`src/rtl/lbist_scan_ctrl_if.sv`:
```
// Bundle of the test-access and scan-side signals around the LBIST controller.
// The master side starts runs and models the core; the slave side is the controller.
`timescale 1ns/1ps
interface lbist_scan_ctrl_if #(
    parameter int PI_W = 36,
    parameter int PO_W = 39
);
    logic            start;
    logic [15:0]     num_pat;
    logic [31:0]     seed;
    logic            busy;
    logic            done;
    logic [31:0]     signature;
    logic            scan_en;
    logic            scan_in;
    logic            scan_out;
    logic [PI_W-1:0] pi;
    logic [PO_W-1:0] po;

    modport master (
        output start, num_pat, seed, scan_out, po,
        input  busy, done, signature, scan_en, scan_in, pi
    );

    modport slave (
        input  start, num_pat, seed, scan_out, po,
        output busy, done, signature, scan_en, scan_in, pi
    );
endinterface

```
`src/rtl/lbist_scan_ctrl.sv`:
```
// Logic-BIST controller: LFSR-driven shift/capture sequencing of one scan chain,
// with scan-out and primary-output compaction into a 32-bit MISR signature.
`timescale 1ns/1ps
module lbist_scan_ctrl #(
    parameter int CHAIN_LEN = 228,
    parameter int PI_W      = 36,
    parameter int PO_W      = 39
) (
    input  logic             clk_i,
    input  logic             rst_i,
    lbist_scan_ctrl_if.slave bus
);

    localparam int              CntW     = $clog2(CHAIN_LEN);
    localparam logic [CntW-1:0] ShLast   = CntW'(CHAIN_LEN - 1);
    localparam logic [31:0]     MisrPoly = 32'h0040_0007;

    typedef enum logic [2:0] {
        IDLE,
        SHIFT,
        CAPTURE,
        FLUSH,
        DONE
    } state_t;

    state_t          state_q,   state_d;
    logic [31:0]     lfsr_q,    lfsr_d;
    logic [31:0]     misr_q,    misr_d;
    logic [15:0]     patCnt_q,  patCnt_d;
    logic [15:0]     numPat_q,  numPat_d;
    logic [CntW-1:0] shCnt_q,   shCnt_d;
    logic [PI_W-1:0] pi_q,      pi_d;
    logic            scanIn_q,  scanIn_d;
    logic            scanEn_q,  scanEn_d;
    logic            busy_q,    busy_d;
    logic            done_q,    done_d;

    logic [31:0]     lfsrNext;
    logic [63:0]     poWide;
    logic [31:0]     poFold;
    logic [16:0]     patNext;

    function automatic logic [31:0] misrStep(input logic [31:0] m, input logic [31:0] d);
        return {m[30:0], 1'b0} ^ (m[31] ? MisrPoly : 32'h0) ^ d;
    endfunction

    assign lfsrNext = {lfsr_q[30:0], lfsr_q[31] ^ lfsr_q[21] ^ lfsr_q[1] ^ lfsr_q[0]};
    assign poWide   = 64'(bus.po);
    assign poFold   = poWide[31:0] ^ poWide[63:32];
    assign patNext  = {1'b0, patCnt_q} + 17'd1;

    // Outputs are registered from the next-state decode so they line up with the state.
    always_comb begin
        state_d  = state_q;
        lfsr_d   = lfsr_q;
        misr_d   = misr_q;
        patCnt_d = patCnt_q;
        numPat_d = numPat_q;
        shCnt_d  = shCnt_q;
        pi_d     = pi_q;

        case (state_q)
            IDLE: begin
                if (bus.start) begin
                    lfsr_d   = (bus.seed == 32'h0) ? 32'h1 : bus.seed;
                    misr_d   = 32'h0;
                    patCnt_d = 16'h0;
                    shCnt_d  = '0;
                    numPat_d = bus.num_pat;
                    state_d  = (bus.num_pat != 16'h0) ? SHIFT : DONE;
                end
            end
            SHIFT: begin
                lfsr_d = lfsrNext;
                pi_d   = {pi_q[PI_W-2:0], lfsr_q[31]};
                // The first pattern unloads the chain's unknown power-up contents.
                if (patCnt_q != 16'h0) begin
                    misr_d = misrStep(misr_q, {31'b0, bus.scan_out});
                end
                if (shCnt_q == ShLast) begin
                    shCnt_d = '0;
                    state_d = CAPTURE;
                end else begin
                    shCnt_d = shCnt_q + 1'b1;
                end
            end
            CAPTURE: begin
                misr_d   = misrStep(misr_q, poFold);
                patCnt_d = patNext[15:0];
                state_d  = (patNext < {1'b0, numPat_q}) ? SHIFT : FLUSH;
            end
            FLUSH: begin
                misr_d = misrStep(misr_q, {31'b0, bus.scan_out});
                if (shCnt_q == ShLast) begin
                    shCnt_d = '0;
                    state_d = DONE;
                end else begin
                    shCnt_d = shCnt_q + 1'b1;
                end
            end
            DONE: begin
                state_d = IDLE;
            end
            default: begin
                state_d = IDLE;
            end
        endcase

        scanEn_d = (state_d == SHIFT) || (state_d == FLUSH);
        busy_d   = (state_d == SHIFT) || (state_d == CAPTURE) || (state_d == FLUSH);
        done_d   = (state_d == DONE);

        if (state_d == SHIFT) begin
            scanIn_d = lfsr_d[31];
        end else if (state_d == CAPTURE) begin
            scanIn_d = scanIn_q;
        end else begin
            scanIn_d = 1'b0;
        end
    end

    always_ff @(posedge clk_i or posedge rst_i) begin
        if (rst_i) begin
            state_q  <= IDLE;
            lfsr_q   <= 32'h0;
            misr_q   <= 32'h0;
            patCnt_q <= 16'h0;
            numPat_q <= 16'h0;
            shCnt_q  <= '0;
            pi_q     <= '0;
            scanIn_q <= 1'b0;
            scanEn_q <= 1'b0;
            busy_q   <= 1'b0;
            done_q   <= 1'b0;
        end else begin
            state_q  <= state_d;
            lfsr_q   <= lfsr_d;
            misr_q   <= misr_d;
            patCnt_q <= patCnt_d;
            numPat_q <= numPat_d;
            shCnt_q  <= shCnt_d;
            pi_q     <= pi_d;
            scanIn_q <= scanIn_d;
            scanEn_q <= scanEn_d;
            busy_q   <= busy_d;
            done_q   <= done_d;
        end
    end

    assign bus.busy      = busy_q;
    assign bus.done      = done_q;
    assign bus.signature = misr_q;
    assign bus.scan_en   = scanEn_q;
    assign bus.scan_in   = scanIn_q;
    assign bus.pi        = pi_q;

endmodule
```
`src/flat_wrapper.sv`:
```
// flat-port wrapper written by rule: the top's interface ports become plain ports
module lbist_scan_ctrl_flat 
#(
    parameter int CHAIN_LEN = 228,
    parameter int PI_W      = 36,
    parameter int PO_W      = 39
)
  (clk_i, rst_i, bus_start, bus_num_pat, bus_seed, bus_scan_out, bus_po, bus_busy, bus_done, bus_signature, bus_scan_en, bus_scan_in, bus_pi);
  lbist_scan_ctrl_if #(.PI_W(PI_W), .PO_W(PO_W)) bus_i ();
  input  logic clk_i;
  input  logic rst_i;
  input wire logic [$bits(bus_i.start)-1:0] bus_start;
  input wire logic [$bits(bus_i.num_pat)-1:0] bus_num_pat;
  input wire logic [$bits(bus_i.seed)-1:0] bus_seed;
  input wire logic [$bits(bus_i.scan_out)-1:0] bus_scan_out;
  input wire logic [$bits(bus_i.po)-1:0] bus_po;
  output wire logic [$bits(bus_i.busy)-1:0] bus_busy;
  output wire logic [$bits(bus_i.done)-1:0] bus_done;
  output wire logic [$bits(bus_i.signature)-1:0] bus_signature;
  output wire logic [$bits(bus_i.scan_en)-1:0] bus_scan_en;
  output wire logic [$bits(bus_i.scan_in)-1:0] bus_scan_in;
  output wire logic [$bits(bus_i.pi)-1:0] bus_pi;
  assign bus_i.start = bus_start;
  assign bus_i.num_pat = bus_num_pat;
  assign bus_i.seed = bus_seed;
  assign bus_i.scan_out = bus_scan_out;
  assign bus_i.po = bus_po;
  assign bus_busy = bus_i.busy;
  assign bus_done = bus_i.done;
  assign bus_signature = bus_i.signature;
  assign bus_scan_en = bus_i.scan_en;
  assign bus_scan_in = bus_i.scan_in;
  assign bus_pi = bus_i.pi;
  lbist_scan_ctrl #(.CHAIN_LEN(CHAIN_LEN), .PI_W(PI_W), .PO_W(PO_W)) u_core (.clk_i(clk_i), .rst_i(rst_i), .bus(bus_i));
endmodule
```
`config.mk`:
```
export PLATFORM = sky130hd
export DESIGN_NAME = lbist_scan_ctrl_flat
export DESIGN_NICKNAME = d
export VERILOG_FILES = /design/src/rtl/lbist_scan_ctrl_if.sv /design/src/rtl/lbist_scan_ctrl.sv /design/src/flat_wrapper.sv
export SDC_FILE = /design/constraint.sdc
export NUM_CORES = 1
export LEC_CHECK = 0
export CAP_MARGIN = 20
export CORE_UTILIZATION = 29
export DETAILED_ROUTE_END_ITERATION = 12
export GPL_TIMING_DRIVEN = 0
export PLACE_DENSITY_LB_ADDON = 0.1
export SLEW_MARGIN = 20
export SYNTH_ARGS = -nofsm -noshare
export SYNTH_HDL_FRONTEND = slang
export SYNTH_SLANG_ARGS = --single-unit
export TNS_END_PERCENT = 50
```
`constraint.sdc`:
```
create_clock -name clk_i -period 6.85 [get_ports clk_i]
set_input_delay 1.37 -clock clk_i [delete_from_list [all_inputs] [get_ports clk_i]]
set_output_delay 1.37 -clock clk_i [all_outputs]
set_load 0.05 [all_outputs]
```
==> flow_summary_export.csv, run 1 <==
group,metric,value,unit
outcome,outcome,"complete, no violations",
global_routing,grt_usage,0.164,
drt,via_count,6178,
worst_setup_path,timing.rr.start,"u_core.patCnt_q[0]",
global_routing,grt_pass1_vias,6149,
cts,root_buffer,"clkbuf_16",
worst_setup_path,path_common_cell,"ha_1",
sta,slew_violations,0,
drt,finalWirelength,20500,um
worst_setup_path,slowest_stage,"a2111oi_0",
floorplan,die_x,161,um
sta,relSlewSlack,0.604,
synthesis,synth_xor_area_frac,0.0358,
synthesis,synth_compound_area_frac,0.158,
worst_hold_path,hp-start,"u_core.numPat_q[0]",
synthesis,ys_warn_count,0,
floorplan,core-area,24600,um^2
synthesis,yosysMostFrequentCell,"nand2_1",
global_routing,grt_overflow_total,0,
sta,setup_viol,0,
cts,numCtsBuffers,17,
synthesis,synth-edff-count,0,
worst_setup_path,critPathMaxFanout,7,
synthesis,ys_top_cells_by_count,"172 x nand2_1, 147 x dfrtp_1, 94 x o21ai_0, 54 x nor2_1, 37 x a21oi_1",
final_layout,antennaDiodeCount,0,
cts,cts_tree,"built",
run,max-cap-violations,0,
place,place.gp.congestion,0.757,
drt,m1WireLength,9830,um
synthesis,synthFlopType,"dfrtp_1",
sta,skew,7.99,ps
worst_setup_path,arrival,3630,ps
worst_hold_path,hp-class,"reg2reg",
cts,clk_latency,430,ps
power,p_per_area,431,nW/um^2
place,pre_cts_ws,3370,ps
worst_setup_path,cp-start-kind,"flip-flop",
drt,top_layer,"met4",
synthesis,synthesis.area,7350,um^2
synthesis,synthSimpleGateAreaFrac,0.177,
sta,max_freq,305,MHz
power,pwr-share-seq,0.341,
floorplan,ios,163,
cts,clockBufferDepth,2,
synthesis,avgSynthCellArea,9.43,um^2
final_layout,syn2layout_area_growth,36.4,%
drt,wl_per_cell,15.8,um
cts,holdBufCountCts,0,
drt,met2WireLength,9320,um
place,io_buffers,162,
global_routing,antenna_found_initial,0,
power,p_comb_frac,0.430,
sta,rsz0062_at_grt,"no",
drt,ant_nets,0,
worst_setup_path,crit_start,"u_core.patCnt_q[0]",
power,p_int,0.00247,W
sta,period_share,0.478,
floorplan,initial_utilization,0.299,
synthesis,yosys-top-cells-area,"dfrtp_1 50%, nand2_1 8.8%, o21ai_0 6.4%",
worst_setup_path,path_cells,"ha_1 -> nand4_1 -> nor2_1 -> nand3_1 -> xnor2_1 -> ha_1 -> a21oi_1 -> o21ai_0 -> a2111oi_0 -> o31ai_1 -> and2_1 -> o21ai_1",
drt,wl_met3,1150,um
synthesis,synth_cells,779,
power,clockPowerShare,0.229,
final_layout,fill_cells,2440,
final_layout,finish.utilization,0.407,
power,switching_share,0.428,
drt,drtIter0Drc,291,
sta,hold_viol,0,
final_layout,drive_gt1_frac,0.115,
worst_setup_path,criticalPathCategory,"reg2reg",
power,vdd_drop_max,0.000277,V
cts,clkTransAtPathRegs,70,ps
synthesis,synth_area_leader_cell,"dfrtp_1",
worst_setup_path,required,7200,ps
synthesis,synth_fp_nets,888,
cts,post-cts-setup-buffers,0,
sta,min_period,3270,ps
floorplan,die-area,26000,um^2
global_routing,grt_max_degree,76,
synthesis,seq_area_frac_synth,0.501,
global_routing,grt_pass1_wl,33600,um
synthesis,ys_seq_elements,147,
place,dp_hpwl,14500,um
synthesis,synthArstFlopShare,1.00,
cts,cts-resized-gates,0,
drt,drc,0,
final_layout,final_nets,1070,
power,p_sw,0.00185,W
power,leakage,4.32,nW
cts,htreeDepth,4,
sta,tns,0,ps
floorplan,rows,57,
drt,drtPass1Iterations,5,
cts,clkSinkCount,147,
synthesis,muxShareOfSynthArea,0.0552,
worst_setup_path,cp-end-kind,"flip-flop",
floorplan,die_height,161,um
worst_setup_path,cpPeakStageDelay,490,ps
synthesis,synth_top_family_by_area,"simple AND/OR/NAND/NOR gates",
synthesis,synth.distinct_cells,50,
drt,avgViaCountPerCell,4.76,
synthesis,synthAdderAreaFrac,0.0307,
sta,worstMarginPinSlew,580,ps
sta,setup_slack,3580,ps
synthesis,synth_top_area_frac,0.501,
==> worst max-delay path: cells and delay by family (launching register included) <==
| kind | cells | cell delay (ps) |
|---|---|---|
| xor gates and xnor gates | 1 | 210 |
| AOI/OAI and AO/OA | 5 | 1120 |
| and+or+nand+nor | 4 | 880 |
| DFF | 1 | 450 |
| adders and majority gates | 2 | 540 |
==> sequential cells by signal, indices dropped and copies added, names as in the netlist, 3 cells and up <==
register              count
u_core.lfsr_q            32
u_core.numPat_q          16
u_core.shCnt_q            8
u_core.state_q            3
u_core.bus.pi            36
u_core.bus.signature     32
u_core.patCnt_q          16
==> power by group through the flow <==
stage               sequential (W)  clock (W)  combinational, W
CTS                        0.00148    0.00101           0.00188
detailed placement         0.00149          0           0.00188
global placement           0.00149          0           0.00187
finish                     0.00147   0.000989           0.00186
floorplan                  0.00206          0          0.000641
global route               0.00153    0.00105           0.00201
==> worst paths after layout <==
check                      slack [ps]  depth (start not counted)                 endpoint
max                              3580                         12       u_core.bus.scan_in
min                               470                          2       u_core.numPat_q[0]
max reg2reg                      3580                         12       u_core.bus.scan_in
min reg2reg                       470                          2       u_core.numPat_q[0]
max in group asynchronous        4700                          3  u_core.bus.signature[6]
min in group asynchronous        1400                          2        u_core.lfsr_q[25]
==> layout by cell type (no fill, tap or decap), types with 6 or more instances in the layout <==
| master | instances |
|---|---|
| nand3_1 | 15 |
| ha_1 | 18 |
| o21ai_0 | 94 |
| o21ai_1 | 6 |
| a22o_1 | 9 |
| nand4_1 | 7 |
| inv_1 | 21 |
| nor4_1 | 15 |
| a22oi_1 | 35 |
| clkbuf_16 | 17 |
| nand2_1 | 172 |
| xor2_1 | 11 |
| buf_2 | 25 |
| xnor2_1 | 19 |
| nor2_1 | 54 |
| clkbuf_1 | 9 |
| dfrtp_1 | 147 |
| a21oi_1 | 37 |
| clkdlybuf4s50_1 | 162 |
| mux2_2 | 36 |
| inv_8 | 6 |
==> per-stage QoR <==
step                      total power (W)  std cells  cell area, um^2  hold WS (ps)
after floorplan                   0.00270        779             7350           437
after global placement            0.00336       1265             9370           459
after detailed placement          0.00337       1266             9410           464
after CTS                         0.00437       1298            10000           480
after global routing              0.00459       1298            10000           501
final                             0.00432       1298            10000           468
==> area by class of cell <==
class                      instances  area [um^2]  share of cell area
clock buffer                      17          425              0.0425
clock inverter                    15          186              0.0186
buffer                            43          235              0.0235
inverter                          22         90.1             0.00899
tap                              324          405              0.0405
sequential                       147         3680               0.367
timing repair buffer             163         1650               0.165
multi-input combinational        567         3350               0.334
==> cell families after synthesis <==
logic type      Yosys count
buf+inv                  65
fa+ha+maj                18
xor+xnor                 30
compound gates          196
mux                      36
flops                   147
simple gates            287
==> metal layers <==
layer / global-route usage / vias to the layer above
li1: - / 3067
met1: 0.222 / 2942
met2: 0.255 / 153
met3: 0.0442 / 16
met4: 0.0489 / 0
met5: 0 / -
(Power assumes the default switching activity.)
==> run 2, diff against run 1 <==
==> constraint.sdc (replaced) <==
create_clock -name clk_i -period 2.7 [get_ports clk_i]
set_input_delay 0.54 -clock clk_i [delete_from_list [all_inputs] [get_ports clk_i]]
set_output_delay 0.54 -clock clk_i [all_outputs]
set_load 0.05 [all_outputs]
==> run 2 against run 1 <==
Against the previous run:
- the run now ends with negative setup slack left
- sequential share of layout area down 1.1 points
- non-clock buffer count up 15
- global-route usage up 0.25 points
- critical path depth up 1
- final area up 3.1%
- hold slack worse by 53 ps
- die area unchanged
- clock skew up 6.1 ps
- flip-flop and latch count unchanged
- critical path type unchanged
- total power rose to 2.6 times the previous value
- via count up 2.2%
- final cell count up 1.2%
==> flow_summary_export.csv, run 2 (synthesis gave the netlist of run 1 again) <==
group,metric,value,unit
sta,setup_viol,1,
global_routing,grt_pass1_vias,6219,
place,dp_hpwl,15200,um
cts,clockBufferDepth,2,
worst_setup_path,slowest_stage,"a2111oi_4",
drt,ant_nets,0,
power,leakage,4.42,nW
drt,wl_per_cell,15.9,um
floorplan,ios,163,
place,dp.cells,1270,
sta,worstMarginPinSlew,618,ps
cts,clkTransAtPathRegs,70,ps
final_layout,drive_gt1_frac,0.148,
sta,hold_viol,0,
drt,finalWirelength,20800,um
final_layout,final_common_cell,"nand2_1",
sta,setup_slack,-83.4,ps
outcome,outcome,"finished, violations left",
floorplan,core-area,24600,um^2
floorplan,die_height,161,um
sta,min_period,2780,ps
drt,drc,0,
worst_setup_path,critPathMaxFanout,5,
final_layout,syn2layout_area_growth,40.6,%
drt,drtIter0Drc,366,
power,p_per_area,1070,nW/um^2
sta,skew,14.1,ps
drt,via_count,6317,
final_layout,fill_cells,2475,
cts,clk_latency,430,ps
sta,relSlewSlack,0.586,
worst_hold_path,hp-class,"in2async",
worst_setup_path,cp-end-kind,"flip-flop",
cts,clkSinkCount,147,
final_layout,largest_register_ffs,36,
drt,drtPass1Iterations,5,
worst_setup_path,cp-start-kind,"flip-flop",
place,place.gp.congestion,0.759,
floorplan,die-area,26000,um^2
power,vdd_drop_max,0.000663,V
worst_setup_path,path_common_cell,"buf_4",
floorplan,initial_utilization,0.299,
place,io_buffers,162,
final_layout,final_nets,1085,
cts,root_buffer,"clkbuf_16",
global_routing,grt_overflow_total,0,
cts,htreeDepth,4,
final_layout,antennaDiodeCount,0,
drt,avgViaCountPerCell,4.81,
cts,cts_tree,"built",
global_routing,grt_max_degree,32,
cts,holdBufCountCts,0,
sta,slew_violations,0,
sta,max_freq,359,MHz
sta,period_share,1.03,
final_layout,fin_cells,1313,
worst_setup_path,criticalPathCategory,"reg2reg",
sta,holdWs,415,ps
worst_setup_path,path_cells,"buf_4 -> buf_4 -> nand2_1 -> nor2_4 -> nand3_1 -> xnor2_1 -> ha_1 -> nand4_1 -> nor2_1 -> a2111oi_4 -> o31ai_4 -> and2_1 -> o21ai_1",
sta,rsz0062_at_grt,"yes",
floorplan,rows,57,
worst_setup_path,cpPeakStageDelay,450,ps
cts,numCtsBuffers,17,
global_routing,grt_usage,0.166,
outcome,violations,"negative setup slack",
worst_setup_path,required,3050,ps
global_routing,grt_pass1_wl,33900,um
global_routing,antenna_found_initial,0,
floorplan,die_x,161,um
worst_setup_path,arrival,3130,ps
run,max-cap-violations,0,
final_layout,layout_common_cells,"172 x nand2_1, 162 x clkdlybuf4s50_1, 146 x dfrtp_1, 93 x o21ai_0, 51 x nor2_1",
## run 2: cell types whose count changed in the layout (fill, tap and decap cells not counted), sizes merged
cell and delta:
buf +15, clkinv -1, clkinvlp +2, inv -1
## run 2: layer usage
metal | track usage | routed length (um) | share of wire | up-vias
met5 | 0 | 0 | 0 | -
met4 | 0.0446 | 223 | 0.011 | 0
met3 | 0.0437 | 1120 | 0.054 | 16
met2 | 0.253 | 9580 | 0.46 | 148
met1 | 0.233 | 9910 | 0.48 | 3049
li1 | - | - | - | 3104
## run 2: power by group
group / switching (W) / total, W / internal, W
registers: 0.000659 / 0.00375 / 0.00309
clock network: 0.00109 / 0.00249 / 0.00140
logic: 0.00298 / 0.00480 / 0.00181
## run 2: area by class of cell
type	instances	area, um^2	area share
Clock inverter	15	185	0.0179
Sequential cell	147	3680	0.356
Tap cell	324	405	0.0392
Multi-Input combinational cell	567	3510	0.340
Timing Repair Buffer	178	1800	0.175
Inverter	22	86.3	0.00836
Clock buffer	17	425	0.0412
Buffer	43	235	0.0228
## run 2: stage by stage
| stage | TNS [ps] | area, um^2 | total power [W] | utilization | setup slack (ps) |
|---|---|---|---|---|---|
| floorplan | 0 | 7350 | 0.00685 | - | 134 |
| global placement | -184650 | 9380 | 0.00851 | 0.381 | -1260 |
| detailed placement | -1190 | 9480 | 0.00855 | 0.385 | -654 |
| CTS | -245 | 10300 | 0.0112 | 0.417 | -176 |
| global route | -362 | 10300 | 0.0117 | 0.420 | -246 |
| finish | -83.4 | 10300 | 0.0110 | 0.420 | -83.4 |
## run 2: worst paths after layout
path	startpoint	to	slack (ps)	cells past startpoint
setup reg to reg	u_core.patCnt_q[1]	u_core.bus.scan_in	-80	13
min in group clk_i	u_core.numPat_q[0]	u_core.numPat_q[0]	470	2
max in group asynchronous	rst_i	u_core.numPat_q[7]	1370	5
hold / removal	rst_i	u_core.bus.pi[9]	410	2
setup / recovery	u_core.patCnt_q[1]	u_core.bus.scan_in	-80	13
hold reg to reg	u_core.numPat_q[0]	u_core.numPat_q[0]	470	2
## run 2: timing repair
action	in CTS	in global routing
gates resized for setup	21	7
setup buffers	7	4
pin swaps	11	6
setup endpoints to repair	2	2
## run 2: worst max-delay path, delay by kind of cell (launching register included)
kind | cells | cell delay [ps]
DFF | 1 | 400
and+or+nand+nor | 6 | 860
adders and majority gates | 1 | 280
AOI/OAI and AO/OA | 3 | 690
xor gates and xnor gates | 1 | 230
buffers and inverters | 2 | 240
==> run 3, diff against run 2 <==
--- a/config.mk
+++ b/config.mk
@@ -5,8 +5,8 @@
 export SDC_FILE = /design/constraint.sdc
 export NUM_CORES = 1
 export LEC_CHECK = 0
-export CAP_MARGIN = 20
-export CORE_UTILIZATION = 29
+export CAP_MARGIN = 25
+export CORE_UTILIZATION = 35
 export DETAILED_ROUTE_END_ITERATION = 12
 export GPL_TIMING_DRIVEN = 0
 export PLACE_DENSITY_LB_ADDON = 0.1
==> run 3 against run 2 <==
Against the previous run:
- wire length decreased by 6.4%
- sequential power about the same
- final area decreased by 0.81%
- the run still ends with negative setup slack left
- hold slack improved by 2.0 ps
- sequential share of layout area is 0.30 points higher
- first-iteration DRC count fell by 17%
- largest cell class unchanged
- total power decreased by 1.3%
- critical path type unchanged
- maximum frequency up 2.2%
- core utilization rose by 8.2 points
- critical path depth fell by 1
==> flow_summary_export.csv, run 3 (synthesis gave the netlist of run 1 again) <==
group,metric,value,unit
outcome,outcome,"finished, violations left",
outcome,violations,"negative setup slack",
final_layout,final_nets,1085,
floorplan,ios,163,
drt,drc,0,
worst_hold_path,hp-class,"in2async",
power,vdd_drop_max,0.000880,V
floorplan,core-area,20400,um^2
sta,rsz0062_at_grt,"yes",
final_layout,final_common_cell,"nand2_1",
power,p_per_area,1060,nW/um^2
worst_setup_path,reg2reg_depth,12,
global_routing,antenna_found_initial,0,
drt,drtPass1Iterations,5,
final_layout,fin_cells,1259,
cts,clkTransAtPathRegs,70,ps
floorplan,die-area,21600,um^2
final_layout,finish.utilization,0.502,
sta,skew,11.8,ps
worst_setup_path,path_cells,"ha_4 -> nand4_1 -> buf_4 -> nor2_4 -> xnor2_1 -> ha_1 -> a21oi_1 -> o21ai_0 -> a2111oi_4 -> o31ai_4 -> and2_1 -> o21ai_1",
drt,ant_nets,0,
worst_setup_path,slowest_stage,"dfrtp_1",
power,leakage,4.42,nW
sta,min_period,2720,ps
cts,cts_tree,"built",
cts,htreeDepth,4,
drt,drtIter0Drc,305,
sta,worstMarginPinSlew,571,ps
final_layout,fill_cells,1980,
final_layout,layout_common_cells,"172 x nand2_1, 162 x clkdlybuf4s50_1, 145 x dfrtp_1, 93 x o21ai_0, 52 x nor2_1",
final_layout,largest_register_ffs,36,
floorplan,die_height,147,um
final_layout,drive_gt1_frac,0.147,
sta,holdWs,417,ps
global_routing,grt_max_degree,32,
sta,max_freq,367,MHz
cts,numCtsBuffers,17,
worst_setup_path,crit_start,"u_core.patCnt_q[1]",
worst_setup_path,timing.rr.start,"u_core.patCnt_q[1]",
sta,slew_violations,0,
cts,root_buffer,"clkbuf_16",
global_routing,grt_overflow_total,0,
worst_setup_path,required,3050,ps
worst_setup_path,critPathMaxFanout,4,
sta,setup_slack,-23.8,ps
drt,avgViaCountPerCell,4.98,
place,place.gp.congestion,0.813,
worst_setup_path,cp-start-kind,"flip-flop",
sta,setup_viol,1,
global_routing,grt_pass1_wl,32400,um
worst_setup_path,r2r_slack,-20,ps
global_routing,grt_pass1_vias,6172,
final_layout,syn2layout_area_growth,39.5,%
cts,clk_latency,430,ps
cts,holdBufCountCts,0,
worst_setup_path,cpPeakStageDelay,410,ps
worst_setup_path,reg2reg_to,"u_core.bus.scan_in",
run,max-cap-violations,0,
sta,period_share,1.01,
drt,via_count,6274,
worst_setup_path,criticalPathCategory,"reg2reg",
final_layout,antennaDiodeCount,0,
place,dp_hpwl,14200,um
sta,hold_viol,0,
drt,finalWirelength,19500,um
cts,clockBufferDepth,2,
cts,clkSinkCount,147,
floorplan,die_x,147,um
floorplan,rows,52,
place,dp.cells,1216,
global_routing,grt_usage,0.190,
worst_setup_path,cp-end-kind,"flip-flop",
drt,wl_per_cell,15.5,um
floorplan,initial_utilization,0.360,
worst_setup_path,arrival,3070,ps
sta,relSlewSlack,0.616,
place,io_buffers,162,
## run 3: through the flow
| stage | total power (W) | worst slack (ps) | cell area (um^2) | TNS (ps) |
|---|---|---|---|---|
| finish | 0.0109 | -23.8 | 10200 | -23.8 |
| global route | 0.0116 | -238 | 10200 | -338 |
| CTS | 0.0110 | -178 | 10100 | -273 |
| detailed placement | 0.00851 | -524 | 9410 | -935 |
| global placement | 0.00847 | -1180 | 9310 | -172160 |
| floorplan | 0.00685 | 134 | 7350 | 0 |
## run 3: worst max-delay path by stage
stage          depth (start not counted)                 end
2_1_floorplan                         12  u_core.bus.scan_in
3_3_place_gp                           2  u_core.numPat_q[2]
3_5_place_dp                          12  u_core.bus.scan_in
4_1_cts                               13  u_core.bus.scan_in
5_1_grt                               13  u_core.bus.scan_in
6_report                              12  u_core.bus.scan_in
## run 3: report_power, final
| part | internal, W | switching, W | total [W] | leakage [nW] |
|---|---|---|---|---|
| registers | 0.00309 | 0.000645 | 0.00373 | 1.86 |
| clock network | 0.00126 | 0.00113 | 0.00239 | 0.293 |
| logic | 0.00181 | 0.00297 | 0.00477 | 2.27 |
| total | 0.00615 | 0.00475 | 0.0109 | 4.42 |
## run 3: worst max-delay path: cells and delay by family (launching register included)
kind	cells	cell delay (ps)
AO/OA/AOI/OAI	5	930
XOR/XNOR	1	160
AND/OR/NAND/NOR	3	470
adder cells (fa/ha/maj)	2	450
flip-flops	1	410
buffers and inverters	1	220
## run 3: area by class of cell
class                      count  area, um^2  area share
buffer                        43         238      0.0232
clock buffer                  17         425      0.0415
clock inverter                15         185      0.0181
inverter                      22        86.3     0.00843
multi-input combinational    567        3490       0.340
sequential                   147        3680       0.359
tap                          270         338      0.0330
timing repair buffer         178        1800       0.176
## run 3: layer usage
metal,GRT usage,vias to the layer above,wire length [um]
li1,-,3102,-
met5,0,-,0
met2,0.297,147,8990
met1,0.259,3002,9220
met3,0.0484,23,983
met4,0.0568,0,295
## run 3: what timing repair did
action,in CTS,in global routing
cloned,0,0
gates resized for setup,15,12
pin swaps,10,7
buffers inserted,7,4
endpoints found under the setup margin,2,2
